===== src/rtl/sram_stream_adapter_pkg.sv =====
// sram_stream_adapter_pkg: width helpers shared by the adapter and its response fifo
package sram_stream_adapter_pkg;
  function automatic int unsigned addr_width(input int unsigned n);
    return (n > 1) ? $clog2(n) : 1;
  endfunction
  function automatic int unsigned div_ceil(input int unsigned a, input int unsigned b);
    return (a + b - 1) / b;
  endfunction
endpackage


===== src/rtl/sram_rsp_fifo.sv =====
// sram_rsp_fifo: registered-output response fifo, wraps modulo Depth, push+pop allowed when full
module sram_rsp_fifo
  import sram_stream_adapter_pkg::*;
#(
  parameter int unsigned Depth = 3,
  parameter int unsigned Width = 32,
  parameter int unsigned CntW = $clog2(Depth + 1)
) (
  input  logic             clk_i,
  input  logic             rst_ni,
  input  logic             push_i,
  input  logic [Width-1:0] data_i,
  input  logic             pop_i,
  output logic [Width-1:0] data_o,
  output logic             full_o,
  output logic             empty_o,
  output logic [CntW-1:0]  count_o
);
  localparam int unsigned PtrW = addr_width(Depth);
  logic [Width-1:0] mem_q [Depth];
  logic [PtrW-1:0] rd_q, wr_q;
  logic [CntW-1:0] count_q;
  logic do_push, do_pop;
  always_comb begin
    full_o = count_q == CntW'(Depth);
    empty_o = count_q == '0;
    count_o = count_q;
    data_o = mem_q[rd_q];
    do_pop = pop_i && !empty_o;
    do_push = push_i && (!full_o || do_pop);
  end
  always_ff @(posedge clk_i or negedge rst_ni) begin
    if (!rst_ni) begin
      rd_q <= '0;
      wr_q <= '0;
      count_q <= '0;
    end else begin
      if (do_pop) rd_q <= (rd_q == PtrW'(Depth - 1)) ? '0 : rd_q + PtrW'(1);
      if (do_push) wr_q <= (wr_q == PtrW'(Depth - 1)) ? '0 : wr_q + PtrW'(1);
      count_q <= count_q + CntW'(do_push) - CntW'(do_pop);
    end
  end
  always_ff @(posedge clk_i) begin
    if (do_push) mem_q[wr_q] <= data_i;
  end
  no_overflow: assert property (@(posedge clk_i) disable iff (!rst_ni) !(push_i && full_o && !pop_i));
endmodule


===== src/rtl/sram_stream_adapter.sv =====
// sram_stream_adapter: valid/ready request stream to 1-cycle tc_sram port with credit-guarded read responses
module sram_stream_adapter
  import sram_stream_adapter_pkg::*;
#(
  parameter int unsigned NumWords  = 1024,
  parameter int unsigned DataWidth = 128,
  parameter int unsigned ByteWidth = 8,
  parameter int unsigned RspDepth  = 3,
  parameter int unsigned AddrWidth = addr_width(NumWords),
  parameter int unsigned BeWidth   = div_ceil(DataWidth, ByteWidth)
) (
  input  logic                 clk_i,
  input  logic                 rst_ni,
  input  logic                 req_valid_i,
  output logic                 req_ready_o,
  input  logic                 req_we_i,
  input  logic [AddrWidth-1:0] req_addr_i,
  input  logic [DataWidth-1:0] req_wdata_i,
  input  logic [BeWidth-1:0]   req_be_i,
  output logic                 rsp_valid_o,
  input  logic                 rsp_ready_i,
  output logic [DataWidth-1:0] rsp_rdata_o,
  output logic                 sram_req_o,
  output logic                 sram_we_o,
  output logic [AddrWidth-1:0] sram_addr_o,
  output logic [DataWidth-1:0] sram_wdata_o,
  output logic [BeWidth-1:0]   sram_be_o,
  input  logic [DataWidth-1:0] sram_rdata_i
);
  localparam int unsigned CntW = $clog2(RspDepth + 1);
  logic init_q, inflight_q, fifo_full, fifo_empty;
  logic [CntW-1:0] fifo_count;
  logic [CntW:0] credit_sum;
  always_comb begin
    credit_sum = {1'b0, fifo_count} + (CntW + 1)'(inflight_q);
    req_ready_o = init_q && (credit_sum < (CntW + 1)'(RspDepth));
    sram_req_o = req_valid_i && req_ready_o;
    sram_we_o = req_we_i;
    sram_addr_o = req_addr_i;
    sram_wdata_o = req_wdata_i;
    sram_be_o = req_be_i;
    rsp_valid_o = !fifo_empty;
  end
  always_ff @(posedge clk_i or negedge rst_ni) begin
    if (!rst_ni) begin
      init_q <= 1'b0;
      inflight_q <= 1'b0;
    end else begin
      init_q <= 1'b1;
      inflight_q <= sram_req_o && !req_we_i;
    end
  end
  sram_rsp_fifo #(.Depth(RspDepth), .Width(DataWidth)) u_fifo (
    .clk_i  (clk_i),
    .rst_ni (rst_ni),
    .push_i (inflight_q),
    .data_i (sram_rdata_i),
    .pop_i  (rsp_ready_i),
    .data_o (rsp_rdata_o),
    .full_o (fifo_full),
    .empty_o(fifo_empty),
    .count_o(fifo_count)
  );
  full_blocks: assert property (@(posedge clk_i) disable iff (!rst_ni) fifo_full |-> !req_ready_o);
  req_stable: assert property (@(posedge clk_i) disable iff (!rst_ni)
    req_valid_i && !req_ready_o |=> req_valid_i && $stable(req_we_i) && $stable(req_addr_i)
      && $stable(req_wdata_i) && $stable(req_be_i));
  addr_range: assert property (@(posedge clk_i) disable iff (!rst_ni)
    sram_req_o |-> ({1'b0, sram_addr_o} < (AddrWidth + 1)'(NumWords)));
endmodule


===== config.mk =====
export PLATFORM = sky130hd
export DESIGN_NAME = sram_stream_adapter
export DESIGN_NICKNAME = d
export VERILOG_FILES = /design/src/rtl/sram_stream_adapter_pkg.sv /design/src/rtl/sram_rsp_fifo.sv /design/src/rtl/sram_stream_adapter.sv
export SDC_FILE = /design/constraint.sdc
export NUM_CORES = 1
export LEC_CHECK = 0
export CAP_MARGIN = 10
export CORE_AREA = 2 2 225 227
export CTS_CLUSTER_DIAMETER = 60
export DETAILED_ROUTE_END_ITERATION = 7
export DIE_AREA = 0 0 227 229
export SLEW_MARGIN = 20
export SYNTH_ARGS = -nofsm -noshare
export SYNTH_HDL_FRONTEND = slang
export SYNTH_HIERARCHICAL = 1
export SYNTH_SLANG_ARGS = --single-unit

===== constraint.sdc =====
create_clock -name clk_i -period 14.55 [get_ports clk_i]
set_input_delay 2.1825 -clock clk_i [delete_from_list [all_inputs] [get_ports clk_i]]
set_output_delay 2.1825 -clock clk_i [all_outputs]
set_load 0.02 [all_outputs]

# Word-level counts from Yosys, hierarchy flattened
# Memory sizes are Yosys's and may differ from the RTL's.
# Index checks and enable logic that the tools add are counted.
# W data, S select, Z words.
# word_totals
regBits	8
ram_bits	384
word_cells	29
mem_count	1
inputBits	287
out_inout_bits	286
# classes
n_mux	4
addsub	5
order_cmp	1
n_reduce_logical	10
n_eq_ne	3
# memory_table
memory	depth	width	read_ports	rd_clocked_by_memory_dff	write_ports	line_no	text
u_fifo.mem_q	3	128	1	0	1	sram_rsp_fifo.sv:20	logic [Width-1:0] mem_q [Depth];
# op_table
operator	count
$eq A2 B2 Y1 const B	3
$logic_and A1 B1 Y1	5
$add A2 B1 Y2 const B	2
$mux W2	2
$add A2 B1 Y3	1
$logic_not A1 Y1	3
$lt A3 B2 Y1 const B	1
$add A2 B1 Y2	1
$logic_not A2 Y1	1
$mux W1	2
$sub A2 B1 Y2	1
$logic_or A1 B1 Y1	1

# Longest topological paths before layout
# Gate-level depths: netlist of the first run.
# logic_depth
word_depth	7
mapped_depth	5
ltp_nobuf	5

# Modules after synthesis
# Netlist of the first run, hierarchy kept.
# by_module_without_submodules
module	cells_each	instances	seq_area_each_um2	area_each_um2
sram_rsp_fifo	844	1	11681.2	14626.5
sram_stream_adapter	167	1	50.0	1292.5

# Least setup slack after synthesis of the first run
# Ideal clock, no wire load.
# synth_path
kind	in2reg
start	input rsp_ready_i
end	memory u_fifo/mem_q[2][0] in the netlist's numbering, enable pin
arrival_ns	11.679
path_slack_ns	2.073
path_stages	3
n_path_buf	0
setup_ns	0.798
path_cell_list	nand3b_1 > nand2_1 > nor3b_1
# synth_via
elab_chain_len	5
# synth_rtl
element	line_no	text
start, declared	sram_stream_adapter.sv:21	input logic rsp_ready_i,
$logic_and A1 B1 Y1	sram_rsp_fifo.sv:29	do_pop = pop_i && !empty_o;
$logic_or A1 B1 Y1	sram_rsp_fifo.sv:30	do_push = push_i && (!full_o || do_pop);
$logic_and A1 B1 Y1	sram_rsp_fifo.sv:30	
$mux W1	sram_rsp_fifo.sv:44	if (do_push) mem_q[wr_q] <= data_i;
$mux W1 (not written as such)	sram_rsp_fifo.sv:44	
end, declared	sram_rsp_fifo.sv:20	
# Every way passes these cells.

# Worst setup path after layout of the first run
# layout_path
start	register u_fifo.rd_q[0]
end	output rsp_rdata_o[83]
# layout_via
elab_chain_len	1
# layout_rtl
element	line_no	text
start, declared	sram_rsp_fifo.sv:21	logic [PtrW-1:0] rd_q, wr_q;
start signal, assigned	sram_rsp_fifo.sv:38	if (do_pop) rd_q <= (rd_q == PtrW'(Depth - 1)) ? '0 : rd_q + PtrW'(1);
$mem_v2 Z3 W128	--	
end, declared	sram_stream_adapter.sv:22	output logic [DataWidth-1:0] rsp_rdata_o,
# Every way passes these cells.

==> results of run 1 <==
-- critical path: cells and delay by family, from the launching register on --
kind / cells / cell delay, ns
AO/OA/AOI/OAI: 1 / 0.31
buffers and inverters: 2 / 1.56
flip-flops: 1 / 0.86
multiplexers: 1 / 0.18
-- final cells by class --
| class | count | area (um2) |
|---|---|---|
| timing repair buffer | 276 | 2733 |
| antenna | 1 | 2.502 |
| sequential | 392 | 11740 |
| clock inverter | 29 | 262.8 |
| multi-input combinational | 417 | 2654 |
| tap | 672 | 840.8 |
| inverter | 2 | 7.507 |
| clock buffer | 49 | 1099 |
| fill | 4599 | 30320 |
-- worst min path at each step --
stage / slack (ns) / endpoint / cells past startpoint / startpoint
4_1_cts: 0.55 / inflight_q$_DFF_PN0_ / 2 / init_q$_DFF_PN0_
5_1_grt: 0.57 / inflight_q$_DFF_PN0_ / 2 / init_q$_DFF_PN0_
3_3_place_gp: 0.53 / u_fifo/wr_q[1]$_DFFE_PN0P_ / 1 / u_fifo/wr_q[1]$_DFFE_PN0P_
6_report: 0.54 / inflight_q$_DFF_PN0_ / 2 / init_q$_DFF_PN0_
2_1_floorplan: 0.50 / u_fifo/wr_q[1]$_DFFE_PN0P_ / 1 / u_fifo/wr_q[1]$_DFFE_PN0P_
3_5_place_dp: 0.53 / inflight_q$_DFF_PN0_ / 2 / init_q$_DFF_PN0_
-- placed cells by master (no fill, tap or decap), types with 6 or more instances in the layout --
| cell | count |
|---|---|
| buf_4 | 12 |
| clkbuf_1 | 6 |
| clkbuf_16 | 43 |
| clkdlybuf4s50_1 | 264 |
| clkinv_1 | 10 |
| clkinv_2 | 8 |
| dfrtp_1 | 6 |
| edfxtp_1 | 384 |
| mux2i_1 | 128 |
| nand2_1 | 132 |
| o21ai_0 | 41 |
| o21ai_1 | 90 |
-- state kept, by name, summed over array words and instances, names as in the netlist --
name,count
u_fifo/rd_q,2
inflight_q,1
u_fifo/wr_q,2
init_q,1
u_fifo/mem_q,384
u_fifo/count_o,2
-- power breakdown --
group	switching, mW	internal (mW)
registers	0.0678	1.32
logic	0.616	0.497
clock network	0.430	0.617
-- stage by stage --
stage	cell area [um2]	std cells	worst slack (ns)
final	19340	1838	8.712
after global routing	19330	1837	8.572
after CTS	19330	1837	8.687
after detailed placement	17970	1759	8.907
after global placement	17970	1759	8.901
after floorplan	15910	1010	2.073
-- metal layers --
layer  routed length, um  track usage (%)
met5                 115            1.139
met4                1638            5.882
met2               24950            32.20
met3                8932            14.74
met1               14280            16.26
==> out/metrics.cfg, run 1 <==
[die]
die_x_um = 227
num_rows = 82
core-area_um2 = 49660
pin_count = 573
start_util_pct = 32.04
die_area_um2 = 51980
die_h_um = 229

[routing]
wl_per_cell_um = 27.16
first_pass_iters = 5
via_count = 8374
drc = 0
drtIter0Drc = 415
via_per_inst = 4.556
ant_nets = 0
wl_um = 49910

[worst_hold_path]
hp-class = reg2reg

[critical_path]
crit_slowest_cell = dfrtp_4
crit_path_start_kind = flop
critPathLaunch = u_fifo/rd_q[0]$_DFFE_PN0N_
ff2ff_setup_slack_ns = 11.84
end_kind = output port
cp_data_required_time_ns = 12.37
reg2regPathDepth = 5
arrival_ns = 3.66
r2r-end = u_fifo/mem_q[2][55]$_DFFE_PP_
critPathKind = reg2out
worstReg2RegStart = u_fifo/count_o[0]$_DFF_PN0_
path_max_fanout = 54
cp_cell_sequence = buf_4, mux2i_1, o21ai_1, clkdlybuf4s50_1
crit_end = rsp_rdata_o[83]
cp_slowest_stage_delay_ns = 0.86

[global_route]
grt_pass1_vias = 8240
antenna_found_initial = 11
grt_util_all_layers_pct = 18.70
gr-total-overflow = 0
grt_max_degree = 99
grt_pass1_wl_um = 66700

[cells_and_area]
final_util_pct = 38.94
layout-drive-gt1-share_pct = 7.039
nets = 1422
area_growth_pct = 21.52

[sta]
maxSlewViolCount = 0
slew_headroom_pct = 24.34
max_freq_mhz = 171.3
hold_viol = 0
tns_ns = 0
timing.final.crit_period_ns = 5.838
fin_crit_sh_pct = 40.12
hold_ws_ns = 0.5411
worst_slew_pin_slew_ns = 1.135
rsz0062_at_grt = false
clock_skew_ns = 0.01311
setup_viol = 0

[pwr]
p_leak_nw = 6.391
power_mw = 3.544
ir_drop_mv = 0.1051
pwr_density_cell_nw_per_um2 = 183.3

[clock_network]
cts_inserted_buffers = 43
cts_root_buffer = clkbuf_16
cts_sinks = 392
hold_buffers = 0
postCtsSetupBuffers = 0
cts_tree = done
cts_resized = 0
worstSkewPairLatency_ns = 0.55
clk_pin_slew_worst_paths_ns = 0.06
htree_levels = 2
ctsLongestPathBuffers = 3

[status]
outcome = complete, no violations

[synthesis]
synth_warnings = 6
synth.avg_cell_area_um2 = 15.76
postSynthCellCount = 1010
syn_area_um2 = 15910
syn_nets = 1300

[flow_run]
drv_cap = 0

[placement]
dpl.hpwl_um = 36800
portBuffers = 264
place_congestion = 0.7717

Power figures use the tool's default switching activity.
==> inputs of run 2 (changes only) <==
==> constraint.sdc (replaced) <==
create_clock -name clk_i -period 5.2 [get_ports clk_i]
set_input_delay 0.78 -clock clk_i [delete_from_list [all_inputs] [get_ports clk_i]]
set_output_delay 0.78 -clock clk_i [all_outputs]
set_load 0.02 [all_outputs]
==> out/metrics.cfg, run 2 (synthesized netlist as in run 1, its figures left out) <==
[status]
outcome = complete, no violations  ; unchanged

[critical_path]
reg2regPathDepth = 4  ; was 5
worstReg2RegStart = u_fifo/count_o[1]$_DFF_PN0_  ; was u_fifo/count_o[0]$_DFF_PN0_
ff2ff_setup_slack_ns = 2.92  ; was 11.84 ns
crit_end = rsp_rdata_o[112]  ; was rsp_rdata_o[83]
cp_cell_sequence = buf_4, mux2i_1, o21ai_1, clkdlybuf4s50_1  ; unchanged
critPathLaunch = u_fifo/rd_q[0]$_DFFE_PN0N_  ; unchanged
cp_data_required_time_ns = 4.42  ; was 12.37 ns
path_delay_family = buffers and inverters  ; unchanged
crit_slowest_cell = dfrtp_4  ; unchanged
worst-path-buf-inv = 2  ; unchanged
end_kind = output port  ; unchanged
path_max_fanout = 46  ; was 54
arrival_ns = 3.17  ; was 3.66 ns
cp_slowest_stage_delay_ns = 0.97  ; was 0.86 ns
r2r-end = u_fifo/mem_q[2][83]$_DFFE_PP_  ; was u_fifo/mem_q[2][55]$_DFFE_PP_
crit_path_start_kind = flop  ; unchanged
crit_cells = 4  ; unchanged
critPathKind = reg2out  ; unchanged

[flow_run]
drv_cap = 0  ; unchanged

[cells_and_area]
nets = 1426  ; was 1422
area_growth_pct = 22.58  ; was 21.52%
seqCellArea_um2 = 11740  ; unchanged
final_common_cell = edfxtp_1  ; unchanged
multi_input_area_um2 = 2666  ; was 2654 um2
final_cell_mix = edfxtp_1 (384), clkdlybuf4s50_1 (264), nand2_1 (132)  ; unchanged
layout-drive-gt1-share_pct = 7.673  ; was 7.039%
final_util_pct = 39.28  ; was 38.94%
largest_register = u_fifo/mem_q  ; unchanged
largest_reg_flops = 384  ; unchanged
fill_cells = 4579  ; was 4599

[worst_hold_path]
hp-class = in2async  ; was reg2reg

[placement]
place_congestion = 0.7826  ; was 0.7717
dpl.hpwl_um = 38110  ; was 36800 um
portBuffers = 264  ; unchanged

[global_route]
grt_pass1_wl_um = 68470  ; was 66700 um
grt_max_degree = 102  ; was 99
antenna_found_initial = 14  ; was 11
gr-total-overflow = 0  ; unchanged
grt_pass1_vias = 8429  ; was 8240
grt_util_all_layers_pct = 19.19  ; was 18.70%

[clock_network]
htree_levels = 2  ; unchanged
cts_root_buffer = clkbuf_16  ; unchanged
worstSkewPairLatency_ns = 0.55  ; about the same
cts_tree = done  ; unchanged
hold_buffers = 0  ; unchanged
ctsLongestPathBuffers = 3  ; unchanged
cts_resized = 0  ; unchanged
clk_pin_slew_worst_paths_ns = 0.06  ; about the same
postCtsSetupBuffers = 0  ; unchanged
cts_inserted_buffers = 45  ; was 43
cts_sinks = 392  ; unchanged

[routing]
wl_um = 51290  ; was 49910 um
drtIter0Drc = 406  ; was 415
via_count = 8316  ; was 8374
via_per_inst = 4.498  ; was 4.556
wl_per_cell_um = 27.74  ; was 27.16 um
ant_nets = 0  ; unchanged
first_pass_iters = 4  ; was 5
drc = 0  ; unchanged

[die]
die_h_um = 229  ; unchanged
start_util_pct = 32.04  ; unchanged
die_area_um2 = 51980  ; unchanged
num_rows = 82  ; unchanged
pin_count = 573  ; unchanged
core-area_um2 = 49660  ; unchanged
die_x_um = 227  ; unchanged

[sta]
rsz0062_at_grt = false  ; unchanged
timing.final.crit_period_ns = 3.948
worst_slew_pin_slew_ns = 1.053  ; was 1.135 ns
fin_crit_sh_pct = 75.91
clock_skew_ns = 0.01021  ; was 0.01311 ns
slew_headroom_pct = 29.80  ; was 24.34%
maxSlewViolCount = 0  ; unchanged
tns_ns = 0  ; unchanged
hold_viol = 0  ; unchanged
setup_viol = 0  ; unchanged
max_freq_mhz = 253.3

[pwr]
p_leak_nw = 6.465  ; was 6.391 nW
pwr_density_cell_nw_per_um2 = 516.7  ; was 183.3 nW/um2
ir_drop_mv = 0.2807  ; was 0.1051 mV

run 2: cell count changes in the layout (fill, tap and decap cells not counted), sizes merged:
cell | before | now
buf | 12 | 14
diode | 1 | 4
clkbuf | 49 | 56
inv | 8 | 7
clkinv | 18 | 21
bufinv | 4 | 2
clkinvlp | 1 | 0
run 2: worst min-delay path by stage:
stage                     start              endpoint  slack (ns)  cells past startpoint
3_3_place_gp   init_q$_DFF_PN0_  inflight_q$_DFF_PN0_        0.53                      2
3_5_place_dp   init_q$_DFF_PN0_  inflight_q$_DFF_PN0_        0.54                      2
4_1_cts                  rst_ni      init_q$_DFF_PN0_        0.49                      1
6_report                 rst_ni      init_q$_DFF_PN0_        0.51                      1
5_1_grt                  rst_ni      init_q$_DFF_PN0_        0.52                      1
2_1_floorplan            rst_ni  inflight_q$_DFF_PN0_        0.48                      0
run 2: cell type report:
| class | count | share of cell area, % |
|---|---|---|
| multi-input cells | 417 | 13.67 |
| repair buffers | 278 | 14.41 |
| flip-flops and latches | 392 | 60.18 |
| well taps | 672 | 4.310 |
| clock inverters | 28 | 1.142 |
| diodes | 4 | 0.05131 |
| clock buffers | 56 | 6.203 |
| inverters | 2 | 0.03849 |
run 2: layer usage:
layer,part of all wire [%],GRT usage [%]
met5,0.40,2.277
met4,3.2,6.720
met3,20,16.81
met2,48,31.77
met1,28,16.30
run 2: report_power, final:
group / internal [mW] / switching (mW)
sequential: 3.68 / 0.248
clock: 1.77 / 1.25
combinational: 1.42 / 1.72
run 2: metrics by stage:
step	power, mW	worst slack, ns	instances	hold slack [ns]	instance area (um2)
after floorplan	5.961	-1.317	1010	0.4844	15920
after global placement	7.161	1.795	1761	0.5272	18060
after detailed placement	7.180	1.825	1761	0.5399	18060
after CTS	10.23	1.176	1845	0.4904	19500
after global routing	10.53	1.044	1847	0.5205	19500
final	10.08	1.252	1849	0.5110	19510
==> inputs of run 3 (changes only) <==
==> constraint.sdc (replaced) <==
create_clock -name clk_i -period 3.35 [get_ports clk_i]
set_input_delay 0.5025 -clock clk_i [delete_from_list [all_inputs] [get_ports clk_i]]
set_output_delay 0.5025 -clock clk_i [all_outputs]
set_load 0.02 [all_outputs]
==> out/metrics.cfg, run 3 (synthesized netlist as in run 1, its figures left out) <==
[die]
die_x_um = 227  ; unchanged
core-area_um2 = 49660  ; unchanged
die_h_um = 229  ; unchanged
start_util_pct = 32.04  ; unchanged
num_rows = 82  ; unchanged
die_area_um2 = 51980  ; unchanged
pin_count = 573  ; unchanged

[critical_path]
path_max_fanout = 59  ; was 46
critPathKind = reg2out  ; unchanged
end_kind = output port  ; unchanged
crit_path_start_kind = flop  ; unchanged
cp_data_required_time_ns = 2.85  ; was 4.42 ns
arrival_ns = 2.59  ; was 3.17 ns

[sta]
hold_viol = 0  ; unchanged
fin_crit_sh_pct = 92.20
clock_skew_ns = 0.01082  ; was 0.01021 ns
rsz0062_at_grt = false  ; unchanged
maxSlewViolCount = 0  ; unchanged
setup_ws_ns = 0.2613  ; was 1.252 ns
worst_slew_pin_slew_ns = 0.6582  ; was 1.053 ns
max_freq_mhz = 323.8
slew_headroom_pct = 56.12  ; was 29.80%
timing.final.crit_period_ns = 3.089
setup_viol = 0  ; unchanged

[cells_and_area]
final_common_cell = edfxtp_1  ; unchanged
largest_reg_flops = 384  ; unchanged
nets = 1433  ; was 1426
area_growth_pct = 23.76  ; was 22.58%
layout-drive-gt1-share_pct = 8.397  ; was 7.673%
final_cell_mix = edfxtp_1 (384), clkdlybuf4s50_1 (264), nand2_1 (131)  ; was edfxtp_1 (384), clkdlybuf4s50_1 (264), nand2_1 (132)
final_cell_area_um2 = 19690  ; was 19510 um2
fill_cells = 4603  ; was 4579
largest_register = u_fifo/mem_q  ; unchanged

[clock_network]
cts_sinks = 392  ; unchanged
cts_tree = done  ; unchanged
hold_buffers = 0  ; unchanged
worstSkewPairLatency_ns = 0.57  ; was 0.55 ns
clk_pin_slew_worst_paths_ns = 0.05  ; was 0.06 ns
htree_levels = 2  ; unchanged
ctsLongestPathBuffers = 3  ; unchanged
cts_resized = 0  ; unchanged
cts_root_buffer = clkbuf_16  ; unchanged
cts_inserted_buffers = 45  ; unchanged

[global_route]
grt_pass1_vias = 8396  ; was 8429
gr-total-overflow = 0  ; unchanged
grt_util_all_layers_pct = 19.45  ; was 19.19%
grt_max_degree = 83  ; was 102
grt_pass1_wl_um = 68720  ; was 68470 um
antenna_found_initial = 10  ; was 14

[placement]
place_congestion = 0.7972  ; was 0.7826
place_ws_ns = 0.5770  ; was 1.825 ns
placed_area_um2 = 18200  ; was 18060 um2
dpl.hpwl_um = 38340  ; was 38110 um
portBuffers = 264  ; unchanged

[pwr]
pwr_density_cell_nw_per_um2 = 805.4  ; was 516.7 nW/um2
p_leak_nw = 6.543  ; was 6.465 nW
ir_drop_mv = 0.4615  ; was 0.2807 mV

[routing]
ant_nets = 0  ; unchanged
drtIter0Drc = 504  ; was 406
drc = 0  ; unchanged
wl_um = 52280  ; was 51290 um
first_pass_iters = 4  ; unchanged
wl_per_cell_um = 28.20  ; was 27.74 um
via_per_inst = 4.556  ; was 4.498
via_count = 8447  ; was 8316

[flow_run]
drv_cap = 0  ; unchanged

[status]
outcome = complete, no violations  ; unchanged

[worst_hold_path]
hp-class = in2async  ; unchanged

run 3: layer usage:
metal | vias to the layer above | wire [um] | GRT usage (%)
met5 | - | 112 | 2.277
met4 | 2 | 1710 | 7.598
met3 | 103 | 9611 | 15.30
met2 | 520 | 25770 | 32.82
met1 | 3990 | 15080 | 16.81
li1 | 3832 | - | -
run 3: worst paths after layout:
check | slack, ns | from | cells past startpoint | endpoint
min reg2reg | 0.55 | init_q$_DFF_PN0_ | 2 | inflight_q$_DFF_PN0_
max in group asynchronous | 2.78 | rst_ni | 1 | u_fifo/rd_q[0]$_DFFE_PN0N_
min in group clk_i | 0.54 | sram_rdata_i[72] | 1 | u_fifo/mem_q[1][72]$_DFFE_PP_
min | 0.24 | rst_ni | 1 | init_q$_DFF_PN0_
max | 0.26 | u_fifo/rd_q[1]$_DFFE_PN0N_ | 4 | rsp_rdata_o[78]
max reg2reg | 1.31 | u_fifo/count_o[0]$_DFF_PN0_ | 4 | u_fifo/mem_q[2][83]$_DFFE_PP_
run 3: final cells by class:
class / count / area [um2] / share of cell area (%)
inverter: 2 / 7.507 / 0.03812
clock inverter: 29 / 212.7 / 1.080
tap: 672 / 840.8 / 4.269
antenna: 3 / 7.507 / 0.03812
timing repair buffer: 285 / 2995 / 15.21
multi-input combinational: 417 / 2669 / 13.55
sequential: 392 / 11740 / 59.61
clock buffer: 54 / 1222 / 6.207
run 3: per-stage QoR:
| step | total power [mW] | hold WS [ns] | cells | TNS, ns | utilization, % |
|---|---|---|---|---|---|
| floorplan | 9.251 | 0.2069 | 1010 | -362.63 | - |
| global route | 16.57 | 0.2390 | 1853 | 0 | 39.65 |
| detailed placement | 11.23 | 0.5460 | 1766 | 0 | 36.66 |
| CTS | 16.03 | 0.2121 | 1850 | 0 | 39.60 |
| global placement | 11.20 | 0.5330 | 1766 | 0 | 36.66 |
| finish | 15.86 | 0.2415 | 1854 | 0 | 39.66 |
run 3: report_power, final:
part | switching [mW] | total (mW) | internal, mW
combinational | 2.89 | 5.21 | 2.33
clock | 1.94 | 4.71 | 2.77
sequential | 0.221 | 5.94 | 5.71
total | 5.05 | 15.9 | 10.8
run 3: timing repair:
| item | 4_1_cts | 5_1_grt |
|---|---|---|
| gates cloned | 0 | 0 |
| buffers inserted | 1 | 1 |
| setup endpoints to repair | 1 | 7 |
| pin swaps | 0 | 0 |
run 3: critical path: stages, from the launching register on:
cell and delay [ns]:
dfrtp_4 0.75, buf_12 0.30, nand2_1 0.08, o21ai_1 0.17
clkdlybuf4s50_1 0.67
==> patch 1: new RTL, flow settings as in run 2 <==
Reset style: synchronous (`rst_ni`), changed in 2 clocked blocks.
--- a/src/rtl/sram_rsp_fifo.sv
+++ b/src/rtl/sram_rsp_fifo.sv
@@ -29,7 +29,7 @@
     do_pop = pop_i && !empty_o;
     do_push = push_i && (!full_o || do_pop);
   end
-  always_ff @(posedge clk_i or negedge rst_ni) begin
+  always_ff @(posedge clk_i) begin
     if (!rst_ni) begin
       rd_q <= '0;
       wr_q <= '0;
--- a/src/rtl/sram_stream_adapter.sv
+++ b/src/rtl/sram_stream_adapter.sv
@@ -41,7 +41,7 @@
     sram_be_o = req_be_i;
     rsp_valid_o = !fifo_empty;
   end
-  always_ff @(posedge clk_i or negedge rst_ni) begin
+  always_ff @(posedge clk_i) begin
     if (!rst_ni) begin
       init_q <= 1'b0;
       inflight_q <= 1'b0;
Formal check against the unedited RTL: differs if rst_ni is asserted again (counterexample within 4 cycles, from zero or initial values and one cycle with rst_ni low); with rst_ni held inactive, the same outputs for 4 cycles.
==> patch 1 against run 2 <==
Critical path depth did not move; fmax up 1.6%; count of clock-buffer cells in the layout decreased by 4; register-to-register slack better by 0.12 ns; synthesized area decreased by 0.25%; wire length fell by 2.6%; sequential cell count rose by 2; critical path type unchanged; setup slack improved by 0.060 ns; design area is 0.25% higher.
Power is not compared: it rests on default switching activity, and its combinational part moved more than twofold at a synthesized area within 25%.
==> patch 1: results <==
<?xml version="1.0" encoding="UTF-8"?>
<metrics>
  <group name="grt">
    <metric name="grt_use_total" unit="%">18.7</metric>
    <metric name="grt_pass1_wl" unit="mm">67.4</metric>
    <metric name="grt_max_degree" unit="">112</metric>
    <metric name="number_of_antenna_violations_at_the_first_check_in_global_routing" unit="">8</metric>
    <metric name="vias_in_the_first_global_route" unit="">8580</metric>
  </group>
  <group name="hold_path">
    <metric name="hold_path.startpoint" unit="">u_fifo/rd_q[1]</metric>
    <metric name="hp-class" unit="">reg -&gt; reg</metric>
  </group>
  <group name="cts">
    <metric name="cts_made_buffers" unit="">44</metric>
    <metric name="maximum_clock_insertion_buffer_count" unit="">3</metric>
    <metric name="post_cts_resize_count" unit="">0</metric>
    <metric name="clock_tree.htree_level_count" unit="">2</metric>
    <metric name="post_cts_buffers" unit="">0</metric>
    <metric name="worstSkewPairLatency" unit="ns">0.55</metric>
    <metric name="clk_pin_slew_worst_paths" unit="ns">0.06</metric>
    <metric name="clock_tree.root_cell" unit="">clkbuf_16</metric>
  </group>
  <group name="setup_path">
    <metric name="ff_to_ff_path_depth" unit="">4</metric>
    <metric name="critPathArrivalTime" unit="ns">3.11</metric>
    <metric name="rr_startpoint" unit="">u_fifo/count_o[0]</metric>
    <metric name="r2r_end" unit="">u_fifo/mem_q[1][41]</metric>
    <metric name="cp-endpoint" unit="">rsp_rdata_o[40]</metric>
    <metric name="type_of_the_setup_path_with_the_least_slack" unit="">reg -&gt; out</metric>
    <metric name="reg2reg_setup_slack" unit="ns">3.04</metric>
    <metric name="crit_fanout" unit="">31</metric>
  </group>
  <group name="power_and_ir_drop">
    <metric name="power_leakage" unit="nW">5.99</metric>
    <metric name="irDropWorstVdd" unit="uV">282</metric>
  </group>
  <group name="timing">
    <metric name="largest_clock_skew_in_the_final_design" unit="ns">0.0123</metric>
    <metric name="timing.hold.ws" unit="ns">0.488</metric>
    <metric name="relative_slew_slack" unit="%">40.3</metric>
  </group>
  <group name="drt">
    <metric name="drt_iter0_markers" unit="">479</metric>
    <metric name="detail_route.first_pass.iterations" unit="">4</metric>
    <metric name="route.detailed.vias_per_inst" unit="">4.58</metric>
    <metric name="wl_per_cell" unit="um">27.0</metric>
  </group>
  <group name="finish">
    <metric name="num-fill-cells" unit="">4629</metric>
    <metric name="registers.top_by_ff_count" unit="">u_fifo/mem_q</metric>
    <metric name="final_net_count" unit="">1431</metric>
    <metric name="largest_register_ffs" unit="">384</metric>
    <metric name="drive_above_1_share" unit="%">6.90</metric>
  </group>
  <group name="synth">
    <metric name="synth.yosys.warnings" unit="">6</metric>
    <metric name="synth_nets" unit="">1306</metric>
  </group>
  <group name="placed_design">
    <metric name="place.gp.congestion" unit="">0.807</metric>
    <metric name="place_hpwl" unit="mm">37.2</metric>
    <metric name="io_buffer_count" unit="">264</metric>
  </group>
  <group name="die">
    <metric name="initial_util" unit="%">32.0</metric>
  </group>
  <group name="outcome">
    <metric name="status" unit="">finished, final reports clean</metric>
  </group>
</metrics>
## patch 1: worst min-delay path by stage
stage / depth (start not counted) / to
final: 2 / flop
after global routing: 2 / flop
after CTS: 2 / flop
after detailed placement: 2 / flop
after global placement: 2 / flop
after floorplan: 2 / flop
## patch 1: critical path, stage by stage (launching register included)
cell             delay [ns]
dfxtp_4                0.68
buf_4                  0.59
mux2i_1                0.15
o21ai_0                0.41
clkdlybuf4s50_1        0.70
## patch 1: routing by layer
| layer | GRT usage (%) | vias up | routed length (um) |
|---|---|---|---|
| li1 | - | 3844 | - |
| met1 | 15.9 | 4023 | 14400 |
| met2 | 33.2 | 507 | 25300 |
| met3 | 14.5 | 89 | 8730 |
| met4 | 5.02 | 4 | 1370 |
| met5 | 0.949 | - | 73 |
## patch 1: cell type report
type	instances	area share [%]
Inverter	3	0.0576
Clock buffer	52	5.89
Tap cell	672	4.30
Timing Repair Buffer	276	14.2
Multi-Input combinational cell	422	14.0
Sequential cell	394	60.0
Clock inverter	27	1.49
Antenna cell	3	0.0384
## patch 1: report_power, final
| part | leakage (nW) | switching (mW) | internal, mW |
|---|---|---|---|
| sequential | 3.55 | 0.0261 | 3.51 |
| clock | 0.689 | 1.21 | 1.88 |
| combinational | 1.75 | 0.330 | 0.325 |
| total | 5.99 | 1.56 | 5.72 |
## patch 1: through the flow
stage	setup WS, ns	instance area [sq um]	cells
finish	1.31	19600	1849
detailed placement	1.84	18100	1767
floorplan	0.347	15900	1016
global placement	1.81	18100	1767
CTS	1.24	19500	1846
global route	1.16	19600	1847
==> patch 2: new RTL, config.mk and constraints of run 2 <==
Made on the original files. Set the parameter `NumWords` to 512 (it was 1024).
--- a/src/rtl/sram_stream_adapter.sv
+++ b/src/rtl/sram_stream_adapter.sv
@@ -2,7 +2,7 @@
 module sram_stream_adapter
   import sram_stream_adapter_pkg::*;
 #(
-  parameter int unsigned NumWords  = 1024,
+  parameter int unsigned NumWords  = 512,
   parameter int unsigned DataWidth = 128,
   parameter int unsigned ByteWidth = 8,
   parameter int unsigned RspDepth  = 3,
Ports: changed (resized req_addr_i and sram_addr_o); port bits go from 573 to 571. The function was not compared with the original's and may differ.
==> patch 2 against run 2 <==
Power shrank 1.1%; sequential cell count stayed put; setup slack got worse by 0.064 ns; wire length is 0.73% higher; design area is 0.46% lower; fmax decreased by 1.6%; worst hold slack better by 0.040 ns; synthesized area is essentially flat; critical endpoint is now rsp_rdata_o[47].
==> patch 2: results <==
<?xml version="1.0" encoding="UTF-8"?>
<metrics>
  <group name="outcome">
    <metric name="status" unit="">finished, final reports clean</metric>
  </group>
  <group name="synth">
    <metric name="synth_nets" unit="">1298</metric>
    <metric name="syn_inst" unit="">1009</metric>
  </group>
  <group name="placed_design">
    <metric name="detailed_place.area" unit="sq um">18100</metric>
    <metric name="place.gp.congestion" unit="">0.818</metric>
    <metric name="place_hpwl" unit="mm">38.6</metric>
    <metric name="dp_worst_setup_slack" unit="ns">1.80</metric>
  </group>
  <group name="cts">
    <metric name="cts_made_buffers" unit="">43</metric>
    <metric name="clk_pin_slew_worst_paths" unit="ns">0.06</metric>
  </group>
  <group name="timing">
    <metric name="largest_clock_skew_in_the_final_design" unit="ns">0.0244</metric>
    <metric name="timing_worst_slew_pin_value" unit="ns">1.12</metric>
    <metric name="finalCritPeriodShare" unit="%">77.2</metric>
  </group>
  <group name="setup_path">
    <metric name="crit_fanout" unit="">127</metric>
    <metric name="ff_to_ff_path_depth" unit="">3</metric>
    <metric name="cp-endpoint" unit="">rsp_rdata_o[47]</metric>
    <metric name="crit_path_start" unit="">u_fifo/rd_q[1]</metric>
    <metric name="r2r_end" unit="">u_fifo/mem_q[1][122]</metric>
    <metric name="rr_startpoint" unit="">u_fifo/count_o[0]</metric>
    <metric name="critPathArrivalTime" unit="ns">3.23</metric>
    <metric name="worst_path_largest_cell_delay" unit="ns">1.00</metric>
  </group>
  <group name="finish">
    <metric name="post_layout_cell_count" unit="">1835</metric>
    <metric name="drive_above_1_share" unit="%">7.14</metric>
    <metric name="final_net_count" unit="">1419</metric>
  </group>
  <group name="grt">
    <metric name="grt_util_met2" unit="%">32.7</metric>
    <metric name="number_of_antenna_violations_at_the_first_check_in_global_routing" unit="">13</metric>
    <metric name="grt_met3_use" unit="%">15.5</metric>
    <metric name="vias_in_the_first_global_route" unit="">8316</metric>
    <metric name="grt_max_degree" unit="">129</metric>
    <metric name="grt_use_total" unit="%">19.4</metric>
    <metric name="grt_pass1_wl" unit="mm">68.9</metric>
  </group>
  <group name="power_and_ir_drop">
    <metric name="p_int" unit="mW">6.79</metric>
    <metric name="irDropWorstVdd" unit="uV">280</metric>
    <metric name="power_leakage" unit="nW">6.41</metric>
  </group>
  <group name="drt">
    <metric name="detail_route.first_pass.iterations" unit="">5</metric>
    <metric name="route.final.wire_length" unit="mm">51.7</metric>
    <metric name="route.detailed.vias_per_inst" unit="">4.59</metric>
    <metric name="drt_iter0_markers" unit="">502</metric>
  </group>
</metrics>
patch 2: metal layers:
metal  routed length (um)  share of wire [%]
met1                15100                 29
met5                  130               0.25
met2                25400                 49
met3                 9440                 18
met4                 1670                3.2
patch 2: final cells by class:
class / count / area (sq um)
Fill cell: 4671 / 30200
Sequential cell: 392 / 11700
Timing Repair Buffer: 274 / 2810
Multi-Input combinational cell: 417 / 2670
Clock buffer: 51 / 1150
Tap cell: 672 / 841
Clock inverter: 27 / 210
Inverter: 2 / 7.51
patch 2: power groups by stage:
stage	Sequential, mW	Clock (mW)	Combinational [mW]
5_1_grt	3.97	3.10	3.33
2_1_floorplan	3.82	0	2.14
3_5_place_dp	4.02	0	3.16
6_report	3.94	2.90	3.13
4_1_cts	3.95	2.99	3.18
3_3_place_gp	4.01	0	3.16
patch 2: worst max-delay path, delay by kind of cell, from the launching register on:
| kind | cells | cell delay (ns) |
|---|---|---|
| compound gates | 1 | 0.14 |
| buf+inv | 2 | 1.05 |
| simple gates | 1 | 0.24 |
| flops | 1 | 1.00 |
